## src/rtl/ibex_ascon_defines.sv

```systemverilog
// Shared types for the ASCON state file: the 320-bit state viewed as five
// 64-bit lanes, the number of 32-bit words it holds, and the tracking FSM.
package ibex_ascon_defines;

   typedef logic [4:0][63:0] ascon_state_t;

   localparam int unsigned ASCON_NUM_WORDS = 10;

   typedef enum logic {
      ASCON_SF_IDLE,
      ASCON_SF_PERM
   } ascon_sf_state_e;

endpackage

```

## src/rtl/ibex_ascon_state_file.sv

```systemverilog
// Architectural ASCON state holder. EX reads the whole state every cycle and
// hands back the permuted state on update_done; the core loads/stores single
// 32-bit words through the word port while no permutation is in flight.
module ibex_ascon_state_file
   import ibex_ascon_defines::*;
#(
   parameter bit          WordAccessEn = 1'b1,
   parameter int unsigned CommitCntW   = 16
) (
   input  logic                  clk_i,
   input  logic                  rst_ni,
   output ascon_state_t          rdata_ascon_o,
   input  ascon_state_t          wdata_ascon_i,
   input  logic                  ascon_instruction_ex_i,
   input  logic                  ascon_update_done_i,
   input  logic                  clear_i,
   input  logic                  word_req_i,
   input  logic                  word_we_i,
   input  logic [3:0]            word_addr_i,
   input  logic [31:0]           word_wdata_i,
   output logic                  word_gnt_o,
   output logic                  word_rvalid_o,
   output logic [31:0]           word_rdata_o,
   output logic                  word_err_o,
   output logic                  busy_o,
   output logic                  perm_abort_o,
   output logic [CommitCntW-1:0] commit_cnt_o
);

   ascon_state_t          state_q, state_d;
   ascon_sf_state_e       fsm_q, fsm_d;
   logic                  abort_d, abort_q;
   logic                  commit;
   logic                  addr_ok;
   logic                  word_wr;
   logic [31:0]           word_rd;
   logic                  rvalid_q, err_q;
   logic [31:0]           rdata_q;
   logic [CommitCntW-1:0] commit_cnt_q;

   // EX's result is only trusted while its instruction is still present.
   assign commit  = ascon_instruction_ex_i & ascon_update_done_i;
   assign busy_o  = (fsm_q == ASCON_SF_PERM) | ascon_instruction_ex_i;
   assign addr_ok = (word_addr_i < 4'(ASCON_NUM_WORDS));

   assign word_gnt_o = WordAccessEn & word_req_i & ~busy_o;
   assign word_wr    = word_gnt_o & word_we_i & addr_ok;

   // Permutation tracking: leave PERM on a commit, or abort if EX drops the instruction.
   always_comb begin
      fsm_d   = fsm_q;
      abort_d = 1'b0;
      unique case (fsm_q)
         ASCON_SF_IDLE: begin
            if (ascon_instruction_ex_i && !ascon_update_done_i) begin
               fsm_d = ASCON_SF_PERM;
            end
         end
         ASCON_SF_PERM: begin
            if (commit) begin
               fsm_d = ASCON_SF_IDLE;
            end else if (!ascon_instruction_ex_i) begin
               fsm_d   = ASCON_SF_IDLE;
               abort_d = 1'b1;
            end
         end
         default: fsm_d = ASCON_SF_IDLE;
      endcase
   end

   // Select the addressed 32-bit word (word a lives in lane a>>1, half a[0]).
   always_comb begin
      word_rd = '0;
      for (int i = 0; i < ASCON_NUM_WORDS; i++) begin
         if (word_addr_i == 4'(i)) begin
            word_rd = state_q[i/2][(i%2)*32 +: 32];
         end
      end
   end

   // Next state with priority clear > commit > word write.
   always_comb begin
      state_d = state_q;
      if (clear_i) begin
         state_d = '0;
      end else if (commit) begin
         state_d = wdata_ascon_i;
      end else if (word_wr) begin
         for (int i = 0; i < ASCON_NUM_WORDS; i++) begin
            if (word_addr_i == 4'(i)) begin
               state_d[i/2][(i%2)*32 +: 32] = word_wdata_i;
            end
         end
      end
   end

   // State, FSM and commit counter registers.
   always_ff @(posedge clk_i) begin
      if (!rst_ni) begin
         state_q      <= '0;
         fsm_q        <= ASCON_SF_IDLE;
         abort_q      <= 1'b0;
         commit_cnt_q <= '0;
      end else begin
         state_q <= state_d;
         fsm_q   <= fsm_d;
         abort_q <= abort_d;
         if (commit) begin
            commit_cnt_q <= commit_cnt_q + CommitCntW'(1);
         end
      end
   end

   // One-cycle response for each granted word access; data only for valid reads.
   always_ff @(posedge clk_i) begin
      if (!rst_ni) begin
         rvalid_q <= 1'b0;
         err_q    <= 1'b0;
         rdata_q  <= '0;
      end else begin
         rvalid_q <= word_gnt_o;
         err_q    <= word_gnt_o & ~addr_ok;
         rdata_q  <= (word_gnt_o & ~word_we_i & addr_ok) ? word_rd : 32'h0;
      end
   end

   assign rdata_ascon_o = state_q;
   assign word_rvalid_o = rvalid_q;
   assign word_err_o    = err_q;
   assign word_rdata_o  = rdata_q;
   assign perm_abort_o  = abort_q;
   assign commit_cnt_o  = commit_cnt_q;

endmodule
```

## config.mk

```make
export PLATFORM = sky130hd
export DESIGN_NAME = ibex_ascon_state_file
export DESIGN_NICKNAME = d
export VERILOG_FILES = /design/src/rtl/ibex_ascon_defines.sv /design/src/rtl/ibex_ascon_state_file.sv
export SDC_FILE = /design/constraint.sdc
export NUM_CORES = 1
export LEC_CHECK = 0
export ABC_AREA = 1
export CORE_AREA = 4 4 286 288
export CTS_BUF_LIST = sky130_fd_sc_hd__clkbuf_2 sky130_fd_sc_hd__clkbuf_4 sky130_fd_sc_hd__clkbuf_8
export DETAILED_ROUTE_END_ITERATION = 12
export DIE_AREA = 0 0 290 292
export GPL_TIMING_DRIVEN = 0
export PLACE_DENSITY_LB_ADDON = 0.15
export SETUP_SLACK_MARGIN = 0.02
export SYNTH_ARGS = -nofsm -noshare
export SYNTH_HDL_FRONTEND = slang
export SYNTH_SLANG_ARGS = --single-unit
```

## constraint.sdc

```tcl
create_clock -name clk_i -period 4 [get_ports clk_i]
set_input_delay 0.4 -clock clk_i [delete_from_list [all_inputs] [get_ports clk_i]]
set_output_delay 0.4 -clock clk_i [all_outputs]
set_load 0.005 [all_outputs]
```

# Yosys cells after proc, flatten, opt, wreduce, memory -nomap -nowiden
# Cells that the tools add are included.
[op_classes]
n_addsub = 1
mul = 0
div_mod_pow = 0
order_cmp = 1
n_eq_ne = 9
n_shift = 0
n_mux = 27
bitwise = 13
n_reduce_logical = 27
[ops]
columns = ["cell", "count"]
rows = [
  ["$mux W32", 20],
  ["$mux W320", 2],
  ["$reduce_and A2 Y1", 11],
  ["$reduce_bool A2 Y1", 11],
  ["$add A16 B1 Y16 const B", 1],
  ["$eq A4 B3 Y1 const B", 4],
  ["$eq A4 B2 Y1 const B", 2],
  ["$eq A4 B4 Y1 const B", 2],
  ["$and A1 B1 Y1", 7],
  ["$not A1 Y1", 5],
  ["$eq A4 B1 Y1 const B", 1],
  ["$logic_not A4 Y1", 1],
  ["$lt A4 B4 Y1 const B", 1],
  ["$mux W1", 4],
  ["$reduce_or A3 Y1", 1],
  ["$pmux W1 S2", 1],
  ["$reduce_or A2 Y1", 1],
  ["$logic_and A1 B1 Y1", 1],
  ["$logic_not A1 Y1", 1],
  ["$or A1 B1 Y1", 1],
]
[totals]
reg_bits = 372
latch_bits = 0
mem_bits_rw = 0
rom_bits = 0
word_cells = 94
mem_count = 0

# Depth between registers and ports, before layout
# Gate-level depths: netlist of the first run.
[depth]
depth_word = 11
ltp_mapped = 13
ltp_nobuf = 11

# Worst setup path after synthesis of the first run
# OpenSTA, ideal clock, no wires.
[synth_path]
path_type = "input to register"
startpoint = "in rst_ni"
endpoint = "reg state_q, in the netlist rdata_ascon_o[138]"
setup_time_ns = 0.132
t_arrival_ns = 1.635
required_time_ns = 3.868
setup_slack_ns = 2.233
path_stages = 8
n_path_buf = 5
cell_sequence = "buf_2 -> inv_1 -> or2_2 -> clkbuf_1 -> buf_2 -> clkbuf_1 -> buf_1 -> a21oi_1"
[synth_between]
elab_chain_cells = 2
[synth_lines]
columns = ["element", "line_no", "source"]
rows = [
  ["start, declared", "ibex_ascon_state_file.sv:11", "input logic rst_ni,"],
  ["$not A1 Y1 (no source line)", "n/a", ""],
  ["$reduce_or A2 Y1 (no source line)", "n/a", ""],
  ["end signal, assigned", "ibex_ascon_state_file.sv:105", "state_q <= state_d;"],
  ["end, declared", "ibex_ascon_state_file.sv:30", "ascon_state_t state_q, state_d;"],
]
# Every way passes these cells.
# A chain may end at the register's enable or synchronous reset.

# Final worst setup path of the first run
[layout_path]
startpoint = "in ascon_instruction_ex_i"
endpoint = "reg state_q, in the netlist rdata_ascon_o[223]"
[layout_between]
elab_chain_cells = 7
elab_cells_between_ends = 10
cone_classes = "mux (1); bitwise (6); reduce/logical (3)"
[layout_lines]
columns = ["element", "line_no", "source"]
rows = [
  ["start, declared", "ibex_ascon_state_file.sv:14", "input logic ascon_instruction_ex_i,"],
  ["$or A1 B1 Y1", "ibex_ascon_state_file.sv:43", "assign busy_o = (fsm_q == ASCON_SF_PERM) | ascon_instruction_ex_i;"],
  ["$not A1 Y1", "ibex_ascon_state_file.sv:46", "assign word_gnt_o = WordAccessEn & word_req_i & ~busy_o;"],
  ["$and A1 B1 Y1", "ibex_ascon_state_file.sv:46", ""],
  ["$and A1 B1 Y1 (2 in series)", "ibex_ascon_state_file.sv:47", "assign word_wr = word_gnt_o & word_we_i & addr_ok;"],
  ["$reduce_bool A2 Y1 (no source line)", "n/a", ""],
  ["$reduce_and A2 Y1 (no source line)", "n/a", ""],
]
# Parallel ways exist; a longest one is shown, timed or not.

==> results of run 1 <==
[state kept, by name (all words and copies together) (netlist names)]
name and cells:
word_rvalid_o 1, fsm_q 1, commit_cnt_o 16, rdata_ascon_o 320
word_rdata_o 32, word_err_o 1, perm_abort_o 1
[worst register-to-register path, cell delays in order (launching register included)]
cell and delay [ps]:
dfxtp_1 300, inv_1 90, nand3_1 140, inv_2 110
nand3_4 200, nor3_2 870, nor2_2 230, clkbuf_1 430
nand2_1 160, a21oi_1 70
[metrics by stage]
stage | utilization (%) | hold slack [ps] | setup TNS [ps] | worst slack [ps]
2_1_floorplan | - | 441 | 0 | 2230
3_3_place_gp | 33.2 | 470 | -11560 | -338
3_5_place_dp | 33.2 | 472 | -10190 | -428
4_1_cts | 35.3 | 13.2 | 0 | 291
5_1_grt | 35.3 | 64.3 | 0 | 279
6_report | 35.4 | 81.8 | 0 | 188
[final timing paths]
path / from / end / slack (ps)
max reg2reg: fsm_q / rdata_ascon_o[126] / 1240
min reg2reg: rdata_ascon_o[250] / rdata_ascon_o[250] / 480
min: rst_ni / commit_cnt_o[0] / 80
max: ascon_instruction_ex_i / rdata_ascon_o[223] / 190
[layout make-up]
cell class                      instances  area, um2  area share, %
Inverter                              159        597           2.14
Tap cell                             1050       1310           4.71
Clock inverter                          8        103          0.368
Buffer                                176        749           2.69
Antenna cell                           12       30.0          0.108
Multi-Input combinational cell       1853       8710           31.3
Timing Repair Buffer                  735       7360           26.4
Sequential cell                       372       7450           26.7
Clock buffer                          127       1570           5.62
[cells in the final DEF, fill, tap and decap left out, types with 6 or more instances in the layout]
cell	netlist	layout
clkbuf_4	0	29
o21ai_0	7	7
clkbuf_1	109	109
nor2_1	104	103
nand3_1	42	42
o21bai_1	43	43
diode_2	0	12
nor3_1	13	13
buf_4	6	6
nor2_2	9	10
nand2_1	989	989
buf_1	18	18
a22oi_1	132	132
a21oi_1	349	349
dfxtp_1	372	372
inv_1	139	139
nand4_1	65	65
clkbuf_8	0	98
nor3_2	6	6
a32oi_1	32	32
clkdlybuf4s50_1	0	734
a31oi_1	46	46
inv_2	17	17
buf_2	41	41
[cells by family after synthesis]
kind of cell               count (synthesis)  synth area share [%]
DFF                                      372                  42.5
AOI/OAI and AO/OA                        613                  21.1
buffers and inverters                    335                  7.69
adders and majority gates                  1                0.0715
and+or+nand+nor                         1238                  28.6
xor gates and xnor gates                   1                0.0500
[power groups by stage]
stage | logic, mW | clock network, mW | registers (mW)
6_report | 1.57 | 4.50 | 3.87
5_1_grt | 1.65 | 4.73 | 3.88
3_5_place_dp | 1.57 | 0 | 3.95
3_3_place_gp | 1.57 | 0 | 3.95
2_1_floorplan | 0.513 | 0 | 3.93
4_1_cts | 1.57 | 4.57 | 3.87
[routing by layer]
| layer | vias to the layer above | track usage, % | part of all wire [%] |
|---|---|---|---|
| li1 | 10200 | - | - |
| met1 | 11000 | 36.9 | 41 |
| met2 | 1104 | 50.5 | 47 |
| met3 | 211 | 7.34 | 7.8 |
| met4 | 16 | 9.97 | 3.5 |
| met5 | - | 0 | 0.079 |
==> out/results.ini, run 1 <==
[synthesis]
yosys.area.top_type = dfxtp_1
synth_seq_cells = 372
synth_top_area_share_pct = 42.5
synthTopCellsByCount = nand2_1 (989), dfxtp_1 (372), a21oi_1 (349)
synth_flop_cell = dfxtp_1
synth_cells = 2560
synthTopCellsByArea = dfxtp_1 (43%), nand2_1 (21%), a21oi_1 (10%)
syn_area_per_cell_um2 = 6.84
synth_nets = 2924
yosys_warnings = 0
seq_area_frac_synth_pct = 42.5
yosysMostFrequentCell = nand2_1
syn_area_um2 = 17500
synth-async-reset-ratio_pct = 0
synth_edf_count = 0
ys_types = 35

[power]
power.density_nw_per_um2 = 357
switching_share_pct = 29.4
p_total_mw = 9.95
combinationalPowerShare_pct = 15.8
irDropWorstVdd_v = 0.000179
internal_power_mw = 7.02
p_clk_share_pct = 45.3
p_switching_mw = 2.93
leakagePower_nw = 10.6
p_seq_share_pct = 38.9

[global_route]
grt_pass1_vias = 22000
grt_pass1_wl_um = 178000
grt_max_degree = 11
antenna_found_initial = 21
grt_usage_pct = 29.7
grt_overflow = 0

[drt]
drt_drc_violations_left = 0
detail-route-antenna-nets = 0
wl_um = 133000
initialDrtViolationCount = 2131
viasPerCell = 5.01
dr_total_vias = 22500
drtPass1Iterations = 7
wl_per_cell_um = 29.6

[place]
portBuffers = 734
numPlacedInstances = 4345
hpwl_um = 107000
placed_area_um2 = 26200
gp_congestion = 0.930

[sta]
worst_pin_slew_ps = 1430
final.period_utilization_pct = 95.3
rsz0062_at_grt = false
final-setup-viol-count = 0
max_freq_mhz = 262
finalCriticalPeriod_ps = 3810
finalMaxSlewViolations = 0
fin_worst_skew_ps = 28.1
final_hold_viol_count = 0
maxSlewHeadroom_pct = 4.40

[hold_path]
hold_class = primary input to flip-flop
holdPathStages = 3

[cts]
clockBufferDepth = 3
clk-insertion-delay-late_ps = 650
cts_htree_levels = 3
cts_hold_buf = 0
cts_sinks = 372
numCtsBuffers = 76
cts_root_buffer = clkbuf_8
cts_tree = done
path_clk_slew_ps = 60
post_cts_resized = 0
cts_setup_buffers = 0

[cells_and_area]
areaGrowthSynthToFinish_pct = 59.3
design_area_um2 = 27900
nNetsFinal = 3737
drive_gt1_share_pct = 6.56
final_cells = 4492
nFillCells = 8709

[critical_path]
cpMostUsedCell = buf_2
start_kind = primary input
rr_worst_depth = 9
crit_chain = clkdlybuf4s50_1 -> nand2_2 -> inv_2 -> buf_2 -> buf_2 -> buf_1 -> nand2_1 -> a31oi_1
crit_arrival_ps = 4390
cp_top_family = buffers and inverters
path_max_fanout = 10
worstPathRequired_ps = 4580
crit_cells = 8
worstSetupEndpointType = flip-flop
path_buf_inv = 5
critical_path.max_stage_delay_ps = 1080
crit_path_top_delay_cell = buf_1
crit_type = primary input to flip-flop

[die]
core.rowCount = 103
die_x_um = 290
ios = 736
dieArea_um2 = 84700
core_um2 = 78900
initial_core_util_pct = 22.2
die_h_um = 292

[run_status]
status = finished clean

[job]
drv_cap = 0

Note: power is estimated with default switching activity, not from simulation.
==> run 2: changes to the inputs <==
--- a/config.mk
+++ b/config.mk
@@ -8,6 +8,7 @@
 export ABC_AREA = 1
 export CORE_AREA = 4 4 286 288
 export CTS_BUF_LIST = sky130_fd_sc_hd__clkbuf_2 sky130_fd_sc_hd__clkbuf_4 sky130_fd_sc_hd__clkbuf_8
+export CTS_CLUSTER_DIAMETER = 30
 export DETAILED_ROUTE_END_ITERATION = 12
 export DIE_AREA = 0 0 290 292
 export GPL_TIMING_DRIVEN = 0
==> out/results.ini, run 2 (synthesis gave the netlist of run 1 again) <==
[cells_and_area]
final_cells = 4577  ; +1.9%
design_area_um2 = 29000  ; +4.1%
utilization_pct = 36.8  ; +1.4 points
final_cell_mix = nand2_1 (989), clkdlybuf4s50_1 (734), dfxtp_1 (372)
layout_commonest_cell = nand2_1
nNetsFinal = 3779  ; +1.1%
drive_gt1_share_pct = 8.76  ; +2.2 points
nFillCells = 8667  ; -0.48%
areaGrowthSynthToFinish_pct = 65.7
largest_reg_flops = 320  ; unchanged

[global_route]
grt.met1_usage_pct = 36.6  ; -0.32 points
grt-busiest-layer = met2
grt_pass1_wl_um = 178000  ; +0.20%
met3_usage_pct = 7.88  ; +0.54 points
globalRouteMet2Util_pct = 50.5  ; +0.064 points
grt_pass1_vias = 22400  ; +2.1%
grt_max_degree = 18  ; +7
grt_usage_pct = 29.8  ; about the same
antenna_found_initial = 22  ; +4.8%
grt_overflow = 0  ; unchanged

[critical_path]
cp_top_family = buffers and inverters
crit_path_top_delay_cell = buf_1
worstPathRequired_ps = 4660  ; +80 ps
crit_arrival_ps = 4220  ; -170 ps
crit_chain = clkdlybuf4s50_1 -> nand2_2 -> inv_2 -> buf_2 -> buf_2 -> buf_1 -> nand2_1 -> a31oi_1
critical_path.max_stage_delay_ps = 1020  ; -60 ps
worstSetupEndpointType = flip-flop
crit_type = primary input to flip-flop
path_max_fanout = 10  ; unchanged
cpMostUsedCell = buf_2
start_kind = primary input
path_buf_inv = 5  ; unchanged

[die]
die_h_um = 292  ; unchanged
ios = 736  ; unchanged
dieArea_um2 = 84700  ; unchanged
core.rowCount = 103  ; unchanged
initial_core_util_pct = 22.2  ; unchanged
die_x_um = 290  ; unchanged
core_um2 = 78900  ; unchanged

[place]
portBuffers = 734  ; unchanged
gp_congestion = 0.930  ; unchanged
numPlacedInstances = 4345  ; unchanged
placed_area_um2 = 26200  ; unchanged
hpwl_um = 107000  ; unchanged

[cts]
cts_root_buffer = clkbuf_8
path_clk_slew_ps = 50  ; about the same
cts_sinks = 372  ; unchanged
cts_hold_buf = 1  ; +1
numCtsBuffers = 117  ; +54%
cts_setup_buffers = 0  ; unchanged
clockBufferDepth = 3  ; unchanged
post_cts_resized = 0  ; unchanged
clk-insertion-delay-late_ps = 730  ; +80 ps
cts_htree_levels = 3  ; unchanged
cts_tree = done

[sta]
final.period_utilization_pct = 89.0  ; -6.3 points
final-setup-viol-count = 0  ; unchanged
maxSlewHeadroom_pct = 3.16  ; -1.2 points
fin_worst_skew_ps = 34.5  ; +6.42 ps
final_hold_viol_count = 0  ; unchanged
worst_pin_slew_ps = 1450  ; +18.6 ps
finalMaxSlewViolations = 0  ; unchanged
rsz0062_at_grt = false
finalCriticalPeriod_ps = 3560  ; -252 ps
max_freq_mhz = 281  ; +7.1%
fin_setup_tns_ps = 0  ; unchanged
fin_hold_ws_ps = 236  ; +154 ps

[power]
irDropWorstVdd_v = 0.000324  ; +81%
leakagePower_nw = 11.2  ; +5.7%
power.density_nw_per_um2 = 417  ; +17%

[drt]
initialDrtViolationCount = 1954  ; -8.3%
wl_per_cell_um = 29.1  ; -1.7%
detail-route-antenna-nets = 0  ; unchanged
wl_um = 133000  ; +0.18%
dr_total_vias = 22700  ; +0.79%
drt_drc_violations_left = 0  ; unchanged
drtPass1Iterations = 6  ; -1
viasPerCell = 4.96  ; -1.1%

[hold_path]
hold_class = primary input to flip-flop

[job]
drv_cap = 0  ; unchanged

[run_status]
status = finished clean

run 2: cell count changes in the layout (fill, tap and decap cells not counted), sizes merged:
cell | before | now
bufinv | 2 | 12
clkbuf | 236 | 277
clkinv | 5 | 35
dlygate4sd3 | 0 | 1
inv | 158 | 160
diode | 12 | 13
run 2: final timing paths:
kind                                             start                 end  slack [ps]  depth (start not counted)
worst max-delay path            ascon_instruction_ex_i  rdata_ascon_o[223]         440                          8
worst max register to register                   fsm_q  rdata_ascon_o[125]        1210                          9
worst min-delay path                wdata_ascon_i[290]  rdata_ascon_o[290]         240                          3
worst min register to register      rdata_ascon_o[250]  rdata_ascon_o[250]         480                          2
run 2: report_power, final:
| group | internal [mW] | leakage [nW] | switching, mW |
|---|---|---|---|
| Sequential | 3.80 | 3.01 | 0.0832 |
| Combinational | 0.642 | 6.66 | 0.932 |
| Clock | 4.30 | 1.48 | 2.34 |
run 2: layout make-up:
cell class | instances | area [um2] | share of cell area (%)
clock buffers | 168 | 2190 | 7.56
clock inverters | 50 | 596 | 2.05
repair buffers | 736 | 7370 | 25.4
plain buffers | 176 | 749 | 2.58
diodes | 13 | 32.5 | 0.112
inverters | 159 | 597 | 2.06
multi-input cells | 1853 | 8710 | 30.0
flip-flops and latches | 372 | 7450 | 25.7
well taps | 1050 | 1310 | 4.53
run 2: worst min-delay path: stages:
cell and delay, ps:
clkdlybuf4s50_1 390, nand2_1 60, a31oi_1 70
run 2: routing by layer:
metal	vias to the layer above	part of all wire (%)
li1	10300	-
met1	11000	41
met2	1149	48
met3	228	8.1
met4	14	3.4
met5	-	0.071
run 2: stage by stage:
stage                     worst slack, ps  total power [mW]
final                                 439              12.1
after floorplan                      2230              4.44
after global placement               -338              5.52
after detailed placement             -428              5.52
after global routing                  380              12.5
after CTS                             369              12.2
